### config.mk
export PLATFORM = sky130hd
export DESIGN_NAME = sr_flag_arbiter
export DESIGN_NICKNAME = d
export VERILOG_FILES = /design/src/rtl/sr_flag_arbiter.sv
export SDC_FILE = /design/constraint.sdc
export NUM_CORES = 1
export LEC_CHECK = 0
export CAP_MARGIN = 30
export CORE_MARGIN = 8
export CORE_UTILIZATION = 40
export CTS_CLUSTER_DIAMETER = 60
export CTS_CLUSTER_SIZE = 14
export DETAILED_ROUTE_END_ITERATION = 8
export PLACE_DENSITY = 0.84
export SETUP_SLACK_MARGIN = 0.4
export SLEW_MARGIN = 20
export SYNTH_ARGS = -nofsm -noshare
export SYNTH_HDL_FRONTEND = slang
export SYNTH_SLANG_ARGS = --single-unit
### constraint.sdc
create_clock -name clk -period 1.6 [get_ports clk]
set_input_delay 0.24 -clock clk [delete_from_list [all_inputs] [get_ports clk]]
set_output_delay 0.24 -clock clk [all_outputs]
set_load 0.005 [all_outputs]
### src/rtl/sr_flag_arbiter.sv
// sr_flag_arbiter: round-robin shared write port onto an SR flag bank; in clk, reset (sync, active-low), req_valid/req_cmd/req_idx; out req_ready, flags, flags_bar, grant_id, busy, plus err when SR_FLAG_ILLEGAL_DET_EN is defined
module sr_flag_arbiter #(
    parameter int NREQ   = 4,
    parameter int NFLAGS = 8,
    parameter int IDX_W  = 3
) (
    input  logic                  clk,
    input  logic                  reset,
    input  logic [NREQ-1:0]       req_valid,
    input  logic [2*NREQ-1:0]     req_cmd,
    input  logic [IDX_W*NREQ-1:0] req_idx,
    output logic [NREQ-1:0]       req_ready,
    output logic [NFLAGS-1:0]     flags,
    output logic [NFLAGS-1:0]     flags_bar,
    output logic [IDX_W-1:0]      grant_id,
`ifdef SR_FLAG_ILLEGAL_DET_EN
    output logic                  err,
`endif
    output logic                  busy
);
    typedef enum logic {ARB, APPLY} state_t;
`ifdef SR_FLAG_ILLEGAL_DET_EN
    localparam bit TOGGLE = 1'b0;
`else
    localparam bit TOGGLE = 1'b1;
`endif
    state_t            state;
    logic [IDX_W-1:0]  rr_ptr, win, lidx;
    logic [1:0]        lcmd;
    logic [NFLAGS-1:0] flags_nxt;
    always_comb begin
        win = '0;
        for (int i = NREQ - 1; i >= 0; i--) win = req_valid[i] ? IDX_W'(i) : win;
        for (int i = NREQ - 1; i >= 0; i--) win = (req_valid[i] && IDX_W'(i) >= rr_ptr) ? IDX_W'(i) : win;
    end
    assign req_ready = (state == ARB && |req_valid) ? {{(NREQ-1){1'b0}}, 1'b1} << win : '0;
    assign flags_bar = ~flags;
    always_comb begin
        flags_nxt = flags;
        for (int i = 0; i < NFLAGS; i++)
            if (IDX_W'(i) == lidx)
                flags_nxt[i] = lcmd == 2'b01 ? 1'b0 :
                               lcmd == 2'b10 ? 1'b1 :
                               (lcmd == 2'b11 && TOGGLE) ? ~flags[i] : flags[i];
    end
    always_ff @(posedge clk) begin
        if (!reset) begin
            state    <= ARB;
            rr_ptr   <= '0;
            grant_id <= '0;
            lcmd     <= '0;
            lidx     <= '0;
            flags    <= '0;
            busy     <= 1'b0;
`ifdef SR_FLAG_ILLEGAL_DET_EN
            err      <= 1'b0;
`endif
        end else if (state == ARB) begin
            if (|req_valid) begin
                lcmd     <= req_cmd[2*int'(win) +: 2];
                lidx     <= req_idx[IDX_W*int'(win) +: IDX_W];
                grant_id <= win;
                busy     <= 1'b1;
                state    <= APPLY;
            end
        end else begin
            flags  <= flags_nxt;
            rr_ptr <= grant_id == IDX_W'(NREQ - 1) ? '0 : grant_id + 1'b1;
            busy   <= 1'b0;
            state  <= ARB;
`ifdef SR_FLAG_ILLEGAL_DET_EN
            err    <= err | lcmd == 2'b11 | int'(lidx) >= NFLAGS;
`endif
        end
    end
endmodule
==> flow_metrics.tcl <==
set metrics [dict create \
    status "complete, but fails checks" \
    failed_checks "setup timing" \
    vdd_drop_max_mv 0.614 \
    final-hold-violation-count 0 \
    antenna_left 0 \
    synth_area_mm2 0.00107 \
    async_flop_share 0 \
    p_per_area_mw_per_mm2 627 \
    ys_types 34 \
    start_util 0.428 \
    clock_path_buffers 2 \
    slew_viol_final 0 \
    finalSetupViolCount 10 \
    min_period_ns 1.91 \
    required_ns 1.36 \
    antenna_cells 0 \
    holdCritStartpoint "busy" \
    clkTransAtPathRegs_ns 0.12 \
    ys_seq_area_frac 0.355 \
    timing.rr.end "lcmd[0]" \
    yosys.area_share.xor_xnor 0 \
    hold_depth 2 \
    synthFlopType "dfxtp_1" \
    grtUsageTotal 0.176 \
    utilization 0.845 \
    dieHeight_um 67.7 \
    drive_above_1_share 0.529 \
    finalSetupTns_ns -1.67 \
    cts_tree "yes" \
    cts_sinks 19 \
    drtIter0Drc 128 \
    dr.pass1.iters 4 \
    grt_pass1_vias 1300 \
    nets 238 \
    maxCapViolations 0 \
    cts_max_level 1 \
    coreArea_mm2 0.00250 \
    cp_max_fo 3 \
    cts-hold-fix-buffers 0 \
    insertion_delay_ns 0.31 \
    rrSetupSlack_ns -0.13 \
    synth_fp_nets 150 \
    avgRoutedWirePerCell_um 20.6 \
    rsz0062_at_grt "yes" \
    p_leak_uw 0.000929 \
    min_period_over_period 1.19 \
    internal_power_uw 888 \
    hpwl_um 2690 \
    io_pins 50 \
    cp.arrival_ns 1.67 \
    avgSynthCellArea_um2 8.71 \
    synth-seq-cells 19 \
    grt_pass1_wl_um 6260 \
    synth_adder_area_share 0.0117 \
    vias 1381 \
    die_area_mm2 0.00459 \
    synth_top_family_by_area "simple AND/OR/NAND/NOR gates" \
    port_buffers 48 \
    critPathKind "reg2out" \
    combPwrFrac 0.388 \
    synth_cells 123 \
    numCtsBuffers 3 \
    design_area_mm2 0.00211 \
    root_buffer "clkbuf_4" \
    via_per_inst 5.75 \
    area_growth_pct 97.2 \
    yosys.area_share.simple 0.224 \
    synth-edff-count 0 \
    clock.fmax_mhz 525 \
    antenna_found_initial 0 \
    route.detailed.drc 0 \
    rr_worst_depth 6 \
    power.total_uw 1320 \
    nFillCells 131 \
    yosys_warnings 0 \
    reg2reg_from "rr_ptr[1]" \
    crit_path_end_kind "primary output" \
    worst_hold_path.endpoint "busy" \
    postRouteWirelength_um 4940 \
    dp_cells 211 \
    instances_no_fill 240 \
    skew_ns 0.00362 \
    synth_area_leaders "dfxtp_1 (36%), mux2i_1 (12%), inv_1 (3.9%)" \
    grt_max_degree 12 \
    grt.overflow.total 0 \
    yosysTopAreaCellShare 0.355 \
    clkPwrFrac 0.200 \
    swShare 0.329 \
    muxShareOfSynthArea 0.121 \
    seq_power_share 0.412 \
    num_rows 18 \
    cp-start-kind "flip-flop" \
    place_area_mm2 0.00170 \
    finalWeightedCongestion 0.790 \
    hold_class "reg2reg" \
    worst_slack_ns -0.305 \
    synth-compound-area-share 0.199 \
    die_w_um 67.7 \
    synth_top_cell_by_area "dfxtp_1" \
    switchingPower_uw 436 \
]
-- area by class of cell --
type,instances,area (µm²),area share
Multi-Input combinational cell,87,785,0.371
Sequential cell,19,402,0.190
Clock inverter,1,5.00,0.00237
Tap cell,30,37.5,0.0178
Timing Repair Buffer,89,812,0.384
Clock buffer,3,22.5,0.0107
Inverter,11,48.8,0.0231
-- cell usage after synthesis, drive strengths merged (3+ instances only) --
library cell / instances
nand2b: 3
mux2i: 13
inv: 11
o21ai: 9
o221ai: 6
a21oi: 7
buf: 6
nand3: 6
nand2: 7
nor2: 7
or2: 3
or3: 4
dfxtp: 19
o211a: 3
-- worst max-delay path, cell delays in order, from the launching register on --
cell and delay, ns:
dfxtp_2 0.36, and2b_1 0.21, a311oi_4 0.34, or2_4 0.20, buf_6 0.09, nor2_2 0.03, buf_2 0.12
-- worst max-delay path by stage --
stage               depth (start not counted)    startpoint      endpoint
floorplan                                   5     rr_ptr[1]       lcmd[0]
global placement                            6  req_valid[2]  req_ready[2]
detailed placement                          7  req_valid[0]  req_ready[3]
CTS                                         5     rr_ptr[1]  req_ready[3]
global route                                6     rr_ptr[0]  req_ready[3]
finish                                      6     rr_ptr[0]  req_ready[3]
-- sequential cells by signal, summed over array words and instances (netlist names) --
register	flops
busy	1
flags	8
grant_id	2
lcmd	2
lidx	3
rr_ptr	2
state	1
-- cell usage in the layout (no fill, tap or decap), drive strengths merged, types with 4 or more instances in the layout --
| master | count |
|---|---|
| nand2 | 7 |
| nor2 | 7 |
| clkdlybuf4s50 | 21 |
| inv | 11 |
| nand3 | 6 |
| dlygate4sd2 | 8 |
| clkdlybuf4s15 | 8 |
| o21ai | 9 |
| mux2i | 13 |
| clkbuf | 5 |
| o221ai | 6 |
| a21oi | 7 |
| buf | 50 |
| dfxtp | 19 |
| or3 | 4 |
-- power by group through the flow --
stage	registers (µW)	logic [µW]	clock network, µW
floorplan	542	194	0
global placement	544	349	0
detailed placement	546	362	0
CTS	537	412	255
global route	548	542	273
finish	545	513	265
-- stage by stage --
stage	hold slack, ns	worst slack, ns
4_1_cts	0.469	-0.228
2_1_floorplan	0.437	0.204
3_3_place_gp	0.441	-0.662
3_5_place_dp	0.455	-0.733
6_report	0.473	-0.305
5_1_grt	0.489	-0.339
-- logic make-up after synthesis --
kind of cell,Yosys count
and+or+nand+nor,43
AOI/OAI and AO/OA,29
DFF,19
buffers and inverters,17
muxes,13
adders and majority gates,1
other,1
-- layer usage --
metal,share of wire,GRT usage
met1,0.38,0.188
met2,0.50,0.311
met3,0.095,0.0513
met4,0.030,0.0809
met5,0,0
-- timing repair --
action                     in CTS  in global routing
setup endpoints to repair      34                 26
setup buffers                  14                 11
pin swaps                      15                 20
resized for setup              94                 47
Power figures use the tool's default switching activity.
